<file path="src/rtl/event_readout_decoder.sv">
// Receive-side event decoder: polarity filter, group-first tagging and a valid/ready FIFO.
// Optional macro EVT_TIMESTAMP_EN adds a free-running timestamp field to each stored entry.
module event_readout_decoder #(
    parameter int ROW_W    = 3,
    parameter int COL_W    = 3,
    parameter int POLARITY = 2,
    parameter int WIDTH    = ROW_W + COL_W + POLARITY,
    parameter int DEPTH    = 8,
    parameter int TS_WIDTH = 16,
    localparam int AW      = $clog2(DEPTH),
`ifdef EVT_TIMESTAMP_EN
    localparam bit TS_EN   = 1'b1,
`else
    localparam bit TS_EN   = 1'b0,
`endif
    localparam int OUT_W   = 1 + WIDTH + (TS_EN ? TS_WIDTH : 0)
) (
    input  logic             clk_i,
    input  logic             reset_i,
    input  logic             evt_valid_i,
    input  logic [WIDTH-1:0] evt_data_i,
    input  logic             grp_release_i,
    output logic             out_valid_o,
    input  logic             out_ready_i,
    output logic [OUT_W-1:0] out_data_o,
    output logic [AW:0]      fill_o,
    output logic             overflow_o,
    output logic [7:0]       drop_cnt_o
);

    logic [OUT_W-1:0]    mem [DEPTH];
    logic [AW:0]         wptr, rptr;
    logic [POLARITY-1:0] pol;
    logic                pol_ok, full, empty, pop, push, drop_full, drop;
    logic                grp_pend, grp_flag;
    logic [OUT_W-1:0]    wr_entry;

    assign pol    = evt_data_i[POLARITY-1:0];
    assign pol_ok = (pol == POLARITY'(1)) || (pol == POLARITY'(2));

    assign empty = (wptr == rptr);
    assign full  = (wptr[AW] != rptr[AW]) && (wptr[AW-1:0] == rptr[AW-1:0]);

    assign out_valid_o = !empty;
    assign pop         = out_valid_o && out_ready_i;
    // a full FIFO still accepts when the head leaves on the same edge
    assign push        = evt_valid_i && pol_ok && (!full || pop);
    assign drop_full   = evt_valid_i && pol_ok && full && !pop;
    assign drop        = evt_valid_i && (!pol_ok || drop_full);

    // a release in the same cycle as an accepted event tags that event directly
    assign grp_flag = grp_pend || grp_release_i;

`ifdef EVT_TIMESTAMP_EN
    logic [TS_WIDTH-1:0] ts_q;

    always_ff @(posedge clk_i or negedge reset_i) begin
        if (!reset_i) ts_q <= '0;
        else          ts_q <= ts_q + 1'b1;
    end

    assign wr_entry = {grp_flag, ts_q, evt_data_i};
`else
    assign wr_entry = {grp_flag, evt_data_i};
`endif

    always_ff @(posedge clk_i or negedge reset_i) begin
        if (!reset_i) begin
            wptr       <= '0;
            rptr       <= '0;
            overflow_o <= 1'b0;
            drop_cnt_o <= '0;
            grp_pend   <= 1'b1;
            for (int i = 0; i < DEPTH; i++) mem[i] <= '0;
        end else begin
            if (push) begin
                mem[wptr[AW-1:0]] <= wr_entry;
                wptr              <= wptr + 1'b1;
            end
            if (pop)       rptr       <= rptr + 1'b1;
            if (drop_full) overflow_o <= 1'b1;
            if (drop && drop_cnt_o != 8'hFF) drop_cnt_o <= drop_cnt_o + 8'd1;
            if (push)               grp_pend <= 1'b0;
            else if (grp_release_i) grp_pend <= 1'b1;
        end
    end

    assign out_data_o = mem[rptr[AW-1:0]];
    assign fill_o     = wptr - rptr;

endmodule

</file>
<file path="config.mk">
export PLATFORM = sky130hd
export DESIGN_NAME = event_readout_decoder
export DESIGN_NICKNAME = d
export VERILOG_FILES = /design/src/rtl/event_readout_decoder.sv
export SDC_FILE = /design/constraint.sdc
export NUM_CORES = 1
export LEC_CHECK = 0
export ABC_CLOCK_PERIOD_IN_PS = 3810
export BUFFER_PORTS_ARGS = -buffer_cell sky130_fd_sc_hd__buf_2
export CAP_MARGIN = 20
export CORE_MARGIN = 2
export CORE_UTILIZATION = 65
export DETAILED_ROUTE_END_ITERATION = 10
export PLACE_DENSITY = 0.85
export SKIP_LAST_GASP = 1
export SYNTH_ARGS = -nofsm -noshare
export SYNTH_HDL_FRONTEND = slang
export SYNTH_SLANG_ARGS = --single-unit
</file>
<file path="constraint.sdc">
create_clock -name clk_i -period 3.81 [get_ports clk_i]
set_input_delay 0.1905 -clock clk_i [delete_from_list [all_inputs] [get_ports clk_i]]
set_output_delay 0.1905 -clock clk_i [all_outputs]
set_load 0.05 [all_outputs]
</file>
* Word level (Yosys, flattened, before mapping) *
Index checks and enable logic that the tools add are counted.

word-level totals
  bits in registers = 90
  logic and storage cells = 54

cells by class
  $add $sub $neg = 4
  $lt $le $gt $ge = 3
  equal/unequal tests = 6
  multiplexer cells = 8
  bitwise gates (word level) = 2
  reduce and logical (&&, ||, !) cells = 18

operators by type and width
  operator             count
  $bwmux 72            1
  $bmux 9 s3           1
  $demux 9 s3          1
  $mux 9               3
  $logic_and 1x1->1    9
  $add 4x1->4 const B  2
  $add 8x1->8 const B  1
  $ge 4x4->1 const B   2
  $ne 8x8->1 const B   1
  $not 3->4            2
  $eq 4x4->1           1
  $logic_not 1->1      4
  $logic_or 1x1->1     4
  $lt 4x1->1 const B   1
  $sub 4x4->4          1
  $eq 3x3->1           1
  $eq 2x1->1 const B   1
  $eq 2x2->1 const B   1
  $mux 1               2
  $reduce_bool 2->1    1
  $ne 1x1->1           1

* Depth between registers and ports, before layout *
Gate-level depths: netlist (run 1).

  depth after elaboration = 8
  depth in mapped cells = 9
  depth with buffers taken out = 6

* Worst setup path after synthesis (run 1) *
No wires, ideal clock.

  path kind = flip-flop to flip-flop
  start point = reg rptr[1]
  end point = reg rptr[1]
  data arrival time = 2.301 ns
  slack = 1.385 ns
  stages on the path, launching flop included = 7
  buffers on the path = 1
  period minus slack after synthesis = 2.425 ns
  cells stage by stage = dfrtp_1 > clkbuf_1 > inv_1 > ha_1 > nand4_1 > nand2_1 > mux2_2

between the ends
  cells in the longest elaborated chain, start to end = 3
  elaborated cells between the ends (all ways) = 4
  classes of those cells = add/sub: 1; eq/ne: 1; reduce/logical: 2

ends and longest elaborated chain
  what                      line  RTL
  start: declaration        32    logic [AW:0] wptr, rptr;
  start signal: assignment  80    if (pop) rptr <= rptr + 1'b1;
  $eq 4x4->1                41    assign empty = (wptr == rptr);
  $logic_not 1->1           44    assign out_valid_o = !empty;
  net out_valid_o           23    output logic out_valid_o,
  $logic_and 1x1->1         45    assign pop = out_valid_o && out_ready_i;

The timed path passes the listed nets, and every way through them passes these cells.
A chain may end at the register's enable or synchronous reset.

* Worst setup path after layout (run 1) *
  start point = reg rptr[2]
  end point = reg mem[10] (netlist bit)

between the ends
  cells in the longest elaborated chain, start to end = 5
  elaborated cells between the ends (all ways) = 8
  classes of those cells = eq/ne: 2; reduce/logical: 6

ends and longest elaborated chain
  what                                                  line    RTL
  $eq 4x4->1 or $eq 3x3->1 (tied branches)              41, 42
  $logic_not 1->1 or $logic_and 1x1->1 (tied branches)  44, 42
  $logic_and 1x1->1 or $logic_not 1->1 (tied branches)  45, 47
  $logic_or 1x1->1 (*)                                  47      assign push = evt_valid_i && pol_ok && (!full || pop);
  $logic_and 1x1->1 (*)                                 47
  end signal: indexed assignment                        77      mem[wptr[AW-1:0]] <= wr_entry;
  end: declaration                                      31      logic [OUT_W-1:0] mem [DEPTH];

Mark *: on every way between the ends. The rest lies on a longest branch, timed or not.

==> run summary, run 1 <==
## Clocking
* source-to-sink clock delay at the later pin of the worst-skew pair: 370 ps
* worst-case clock buffer depth: 2
* buffer count from post-CTS setup fixing: 0
* post-cts gate resize count: 0
* library cell used as clock root buffer: clkbuf_8
* Clock H-tree levels: 3
* CTS hold repair buffers: 1
* clock transition at the registers of the reported paths: 100 ps
* Inserted Clock Buffers: 9
* clock tree from TritonCTS: done
* CTS sink count: 90

## Yosys
* mux cell area share after synthesis: 26.59%
* adder-cell share of the synthesized area: 2.060%
* post-synthesis register bit count: 90
* library cell with the largest summed area after synthesis: dfrtp_1
* fraction of synthesized cell area taken by the top area cell type: 48.24%
* most repeated cell in the gate-level netlist after synthesis: dfrtp_1
* number of distinct library cells after synthesis: 42
* Post-Syn Nets: 348
* cells taking the most area after synthesis: dfrtp_1, mux2_4, mux4_2
* simple-gate share of the synthesized area: 7.371%
* leading cell types by count after synthesis: dfrtp_1, nand2_1, mux2_4
* Synth Warn #: 0
* post-synthesis share of cell area spent on xor and xnor gates: 3.415%
* cell area after synthesis: 0.004617 mm2
* Cells after Synth: 328
* fraction of the mapped netlist area in compound gates: 7.290%
* most instantiated flip-flop cell in the synthesis netlist: dfrtp_1
* Post-synth ARST share: 100.0%
* Avg Inst Size Synth: 14.08 um2
* combinational family with the most area after synthesis: multiplexers
* EDFF count, synth: 0
* sequential cell area fraction in the yosys report: 48.81%

## STA
* Final Hold Fails: 0
* final total negative setup slack: 0 ps
* transition time at the pin with the least slew margin: 802.3 ps
* crit share post-route: 83.69%
* # setup viols final: 0
* relative max-transition margin: 46.52%
* unrepaired setup endpoints after global routing: no
* number of max-slew violations in the final report: 0
* final worst clock skew: 13.28 ps
* Max Clock Freq: 313.6 MHz
* final critical delay including setup and external delays: 3188 ps

## GRT
* global-route wire length before repair: 14790 um
* antenna violations before repair: 0
* largest net degree at the start of global routing: 61
* total routing usage reported by global routing: 25.75%
* grt ovf: 0
* via count of the first global-routing pass: 2815

## Layout
* Storage cell area: 0.002253 mm2
* antenna diode count: 0
* filler cell count in the final layout: 454
* multi-input combinational cell area: 0.002157 mm2
* layout cells sized above 1: 40.11%
* post-synthesis to final-layout area growth: 8.049%
* final layout net count: 379
* share of the core filled with cells in the final layout: 73.02%

## Run
* max-cap violations: 0

## Detailed routing
* remaining antenna violation count after routing: 0
* violation count after the first detailed-routing iteration: 185
* detailed-routing iteration count for the pre-antenna-repair pass: 4
* detail-routed net length per standard cell: 19.30 um
* total wirelength of the detailed-routed design: 8877 um
* via count: 2742
* Remaining DRCs: 0
* average vias per placed instance: 5.961

## Setup path
* critical-path cell with the highest stage delay: dfrtp_1
* maximum cell stage delay along the critical path: 610 ps
* crit path DAT: 3460 ps
* crit-path max FO: 12
* Critical Path Source Type: flop
* worst setup path class: reg -> reg
* Setup crit end kind: flop
* cells along the critical path: clkinv_1, ha_1, nand4b_1, buf_4, o2111ai_2, mux2_2
* worst path required time: 4080 ps

## Floorplan
* Core Footprint: 0.006832 mm2
* standard-cell row count: 30
* DIE WIDTH: 88.28 um
* I/O pin count: 36
* Die Height: 88.28 um
* die area: 0.007793 mm2
* effective utilization at floorplan: 67.58%

## Place
* RePlAce Congestion: 0.8352
* Port Buffers: 35
* dpl hpwl: 5796 um

## Min path
* Tightest Hold Check Type: in -> reg

## Status
* result of the run: finished clean

==> worst max-delay path, delay by kind of cell (launching register included) <==
family | cells | cell delay [ps]
compound gates | 1 | 610
fa+ha+maj | 1 | 460
buf+inv | 2 | 680
flops | 1 | 610
mux | 1 | 410
simple gates | 1 | 300
==> per-stage QoR <==
step / hold WS, ps / instance area, um2 / cells / setup WS, ps
after floorplan: -105.1 / 4617 / 328 / 1385
after global routing: 35.53 / 4989 / 460 / 430.2
after CTS: 31.22 / 4989 / 460 / 657.3
final: 36.64 / 4989 / 460 / 621.6
after global placement: 302.1 / 4783 / 443 / 832.1
after detailed placement: 307.8 / 4783 / 443 / 666.2
==> registers in the layout (all words and copies together), names as in the netlist <==
signal	cells
drop_cnt_o	8
wptr	4
overflow_o	1
rptr	4
grp_pend	1
mem	72
==> layout by cell type, fill, tap and decap left out, drive strengths merged, types with 4 or more instances in the layout <==
cell and count:
clkbuf 9, o21ai 19, dfrtp 89, inv 11
o2111ai 8, mux2 59, nor2 5, xnor2 9
ha 6, buf 41, xor2 6, nor3 4
mux4 18, nand2 45
==> routing by layer <==
layer | vias to the layer above | track usage (%) | part of all wire [%]
met5 | - | 0 | 0
met4 | 0 | 6.336 | 1.3
met3 | 11 | 6.810 | 3.7
met2 | 60 | 38.21 | 47
met1 | 1435 | 38.68 | 48
li1 | 1236 | - | -
==> layout make-up <==
cell class | instances | area share, %
multi-input combinational | 208 | 43.24
clock buffer | 9 | 2.483
sequential | 90 | 45.17
tap | 96 | 2.408
clock inverter | 7 | 1.430
timing repair buffer | 42 | 4.665
inverter | 8 | 0.6020
==> cells by family after synthesis <==
group	count (synthesis)
AO/OA/AOI/OAI	37
XOR/XNOR	15
adder cells (fa/ha/maj)	7
buffers and inverters	30
flip-flops	90
multiplexers	77
AND/OR/NAND/NOR	72
==> final timing paths <==
check                                   start          to  slack, ps  depth (start not counted)
max in group asynchronous             reset_i     mem[64]       2480                          3
worst max register to register        rptr[2]     mem[10]        620                          6
min in group asynchronous             reset_i     wptr[0]        430                          2
worst min register to register     overflow_o  overflow_o        480                          1
worst max-delay path                  rptr[2]     mem[10]        620                          6
worst min-delay path            grp_release_i    grp_pend         40                          2
Power of run 1 is not shown: default switching activity piles up to over one toggle a cycle in this logic, so the estimate is an artifact.
==> run 2, diff against run 1 <==
Settings changed: ABC_CLOCK_PERIOD_IN_PS 3810 to 2700, CORE_UTILIZATION 65 to 54, PLACE_DENSITY 0.85 to 0.76.
Clock period 3.81 ns to 2.7 ns, I/O delays scaled along.
==> run 2 against run 1 <==
Compared with the run above: first-iteration DRC count fell by 43%; clock skew rose by 2.9 ps; flip-flop and latch count did not move; fmax rose by 41%; final cell count rose by 3.5%; largest cell class unchanged; critical path type unchanged; hold slack improved by 47 ps.
==> run summary, run 2 (synthesized netlist as in run 1, its figures left out) <==
## Status
* result of the run: finished clean, unchanged

## Layout
* final layout net count: 386, was 379
* commonest non-fill, non-tap cells in the layout: dfrtp_1, nand2_1, mux2_4, unchanged
* biggest regs: mem: 72 flops, drop_cnt_o: 8 flops, unchanged
* filler cell count in the final layout: 621, was 454
* register ranked first by flip-flop count: mem, unchanged
* layout cells sized above 1: 40.97%, was 40.11%
* number of flip-flops under the largest register name: 72, unchanged
* antenna diode count: 0, unchanged
* most common cell after layout, fill and taps aside: dfrtp_1, unchanged
* post-synthesis to final-layout area growth: 10.03%, was 8.049%

## Floorplan
* die area: 0.009306 mm2, was 0.007793 mm2
* DIE WIDTH: 96.47 um, was 88.28 um
* Die Height: 96.47 um, was 88.28 um
* Core Footprint: 0.008258 mm2, was 0.006832 mm2
* effective utilization at floorplan: 55.91%, was 67.58%
* I/O pin count: 36, unchanged
* standard-cell row count: 33, was 30

## GRT
* largest net degree at the start of global routing: 51, was 61
* total routing usage reported by global routing: 21.06%, was 25.75%
* antenna violations before repair: 0, unchanged
* grt ovf: 0, unchanged
* global-route wire length before repair: 14470 um, was 14790 um
* via count of the first global-routing pass: 2730, was 2815

## Clocking
* buffer count from post-CTS setup fixing: 0, unchanged
* post-cts gate resize count: 0, unchanged
* CTS sink count: 90, unchanged
* clock tree from TritonCTS: done, unchanged
* worst-case clock buffer depth: 2, unchanged
* Inserted Clock Buffers: 9, unchanged
* CTS hold repair buffers: 2, was 1
* source-to-sink clock delay at the later pin of the worst-skew pair: 360 ps, was 370 ps
* clock transition at the registers of the reported paths: 90 ps, was 100 ps
* Clock H-tree levels: 3, unchanged
* library cell used as clock root buffer: clkbuf_8, unchanged

## STA
* Max Clock Freq: 442.8 MHz, was 313.6 MHz
* # setup viols final: 0, unchanged
* number of max-slew violations in the final report: 0, unchanged
* final total negative setup slack: 0 ps, unchanged
* relative max-transition margin: 60.12%, was 46.52%
* transition time at the pin with the least slew margin: 597.9 ps, was 802.3 ps
* hold slack final: 84.02 ps, was 36.64 ps
* Final Hold Fails: 0, unchanged
* final worst clock skew: 16.18 ps, was 13.28 ps
* crit share post-route: 83.64%, was 83.69%
* unrepaired setup endpoints after global routing: no, unchanged
* final critical delay including setup and external delays: 2258 ps, was 3188 ps
* smallest setup slack after layout: 441.8 ps, was 621.6 ps

## Detailed routing
* total wirelength of the detailed-routed design: 8793 um, was 8877 um
* detail-routed net length per standard cell: 18.47 um, was 19.30 um
* violation count after the first detailed-routing iteration: 105, was 185
* average vias per placed instance: 5.655, was 5.961
* detailed-routing iteration count for the pre-antenna-repair pass: 4, unchanged
* Remaining DRCs: 0, unchanged
* remaining antenna violation count after routing: 0, unchanged
* via count: 2692, was 2742

## Setup path
* Critical Path Source Type: flop, unchanged
* crit-path max FO: 12, unchanged
* worst setup path class: reg -> reg, unchanged
* Setup crit end kind: flop, unchanged
* crit path DAT: 2500 ps, was 3460 ps
* worst path required time: 2940 ps, was 4080 ps

## Run
* max-cap violations: 0, unchanged

## Min path
* Tightest Hold Check Type: in -> reg, unchanged

## Place
* dpl hpwl: 5885 um, was 5796 um
* RePlAce Congestion: 0.8109, was 0.8352
* Port Buffers: 35, unchanged
* pre-CTS setup slack: 473.8 ps, was 666.2 ps

run 2: layout make-up:
type                    count  area [um2]  area share, %
multi-input cells         208        2157          42.46
inverters                   8       30.03         0.5911
clock inverters             7       83.83          1.650
repair buffers             49       300.3          5.911
flip-flops and latches     90        2253          44.36
well taps                 105       131.4          2.586
clock buffers               9       123.9          2.438
run 2: critical path: stages, from the launching register on:
cell and delay (ps):
dfrtp_1 490, ha_1 400, nand4b_1 110, buf_4 220, o2111ai_4 520, mux2_2 400
run 2: worst paths after layout:
kind / to / startpoint / slack, ps / cells past startpoint
max in group asynchronous: grp_pend / reset_i / 1690 / 3
hold / removal: rptr[2] / out_ready_i / 80 / 3
setup reg to reg: mem[28] / wptr[2] / 440 / 5
min in group asynchronous: drop_cnt_o[6] / reset_i / 330 / 2
hold reg to reg: overflow_o / overflow_o / 470 / 1
setup / recovery: mem[28] / wptr[2] / 440 / 5
run 2: stage by stage:
stage,cells,instance area (um2),utilization (%)
floorplan,328,4617,-
global placement,458,4852,58.76
detailed placement,458,4852,58.76
CTS,476,5080,61.52
global route,476,5080,61.52
finish,476,5080,61.52
run 2: routing by layer:
layer  share of wire, %  up-vias  track usage, %
li1                   -     1260               -
met1                 47     1375           30.93
met2                 49       49           32.18
met3                3.6        8           3.724
met4                1.1        0           6.690
met5                  0        -               0
Power of run 2 is left out for the same reason.
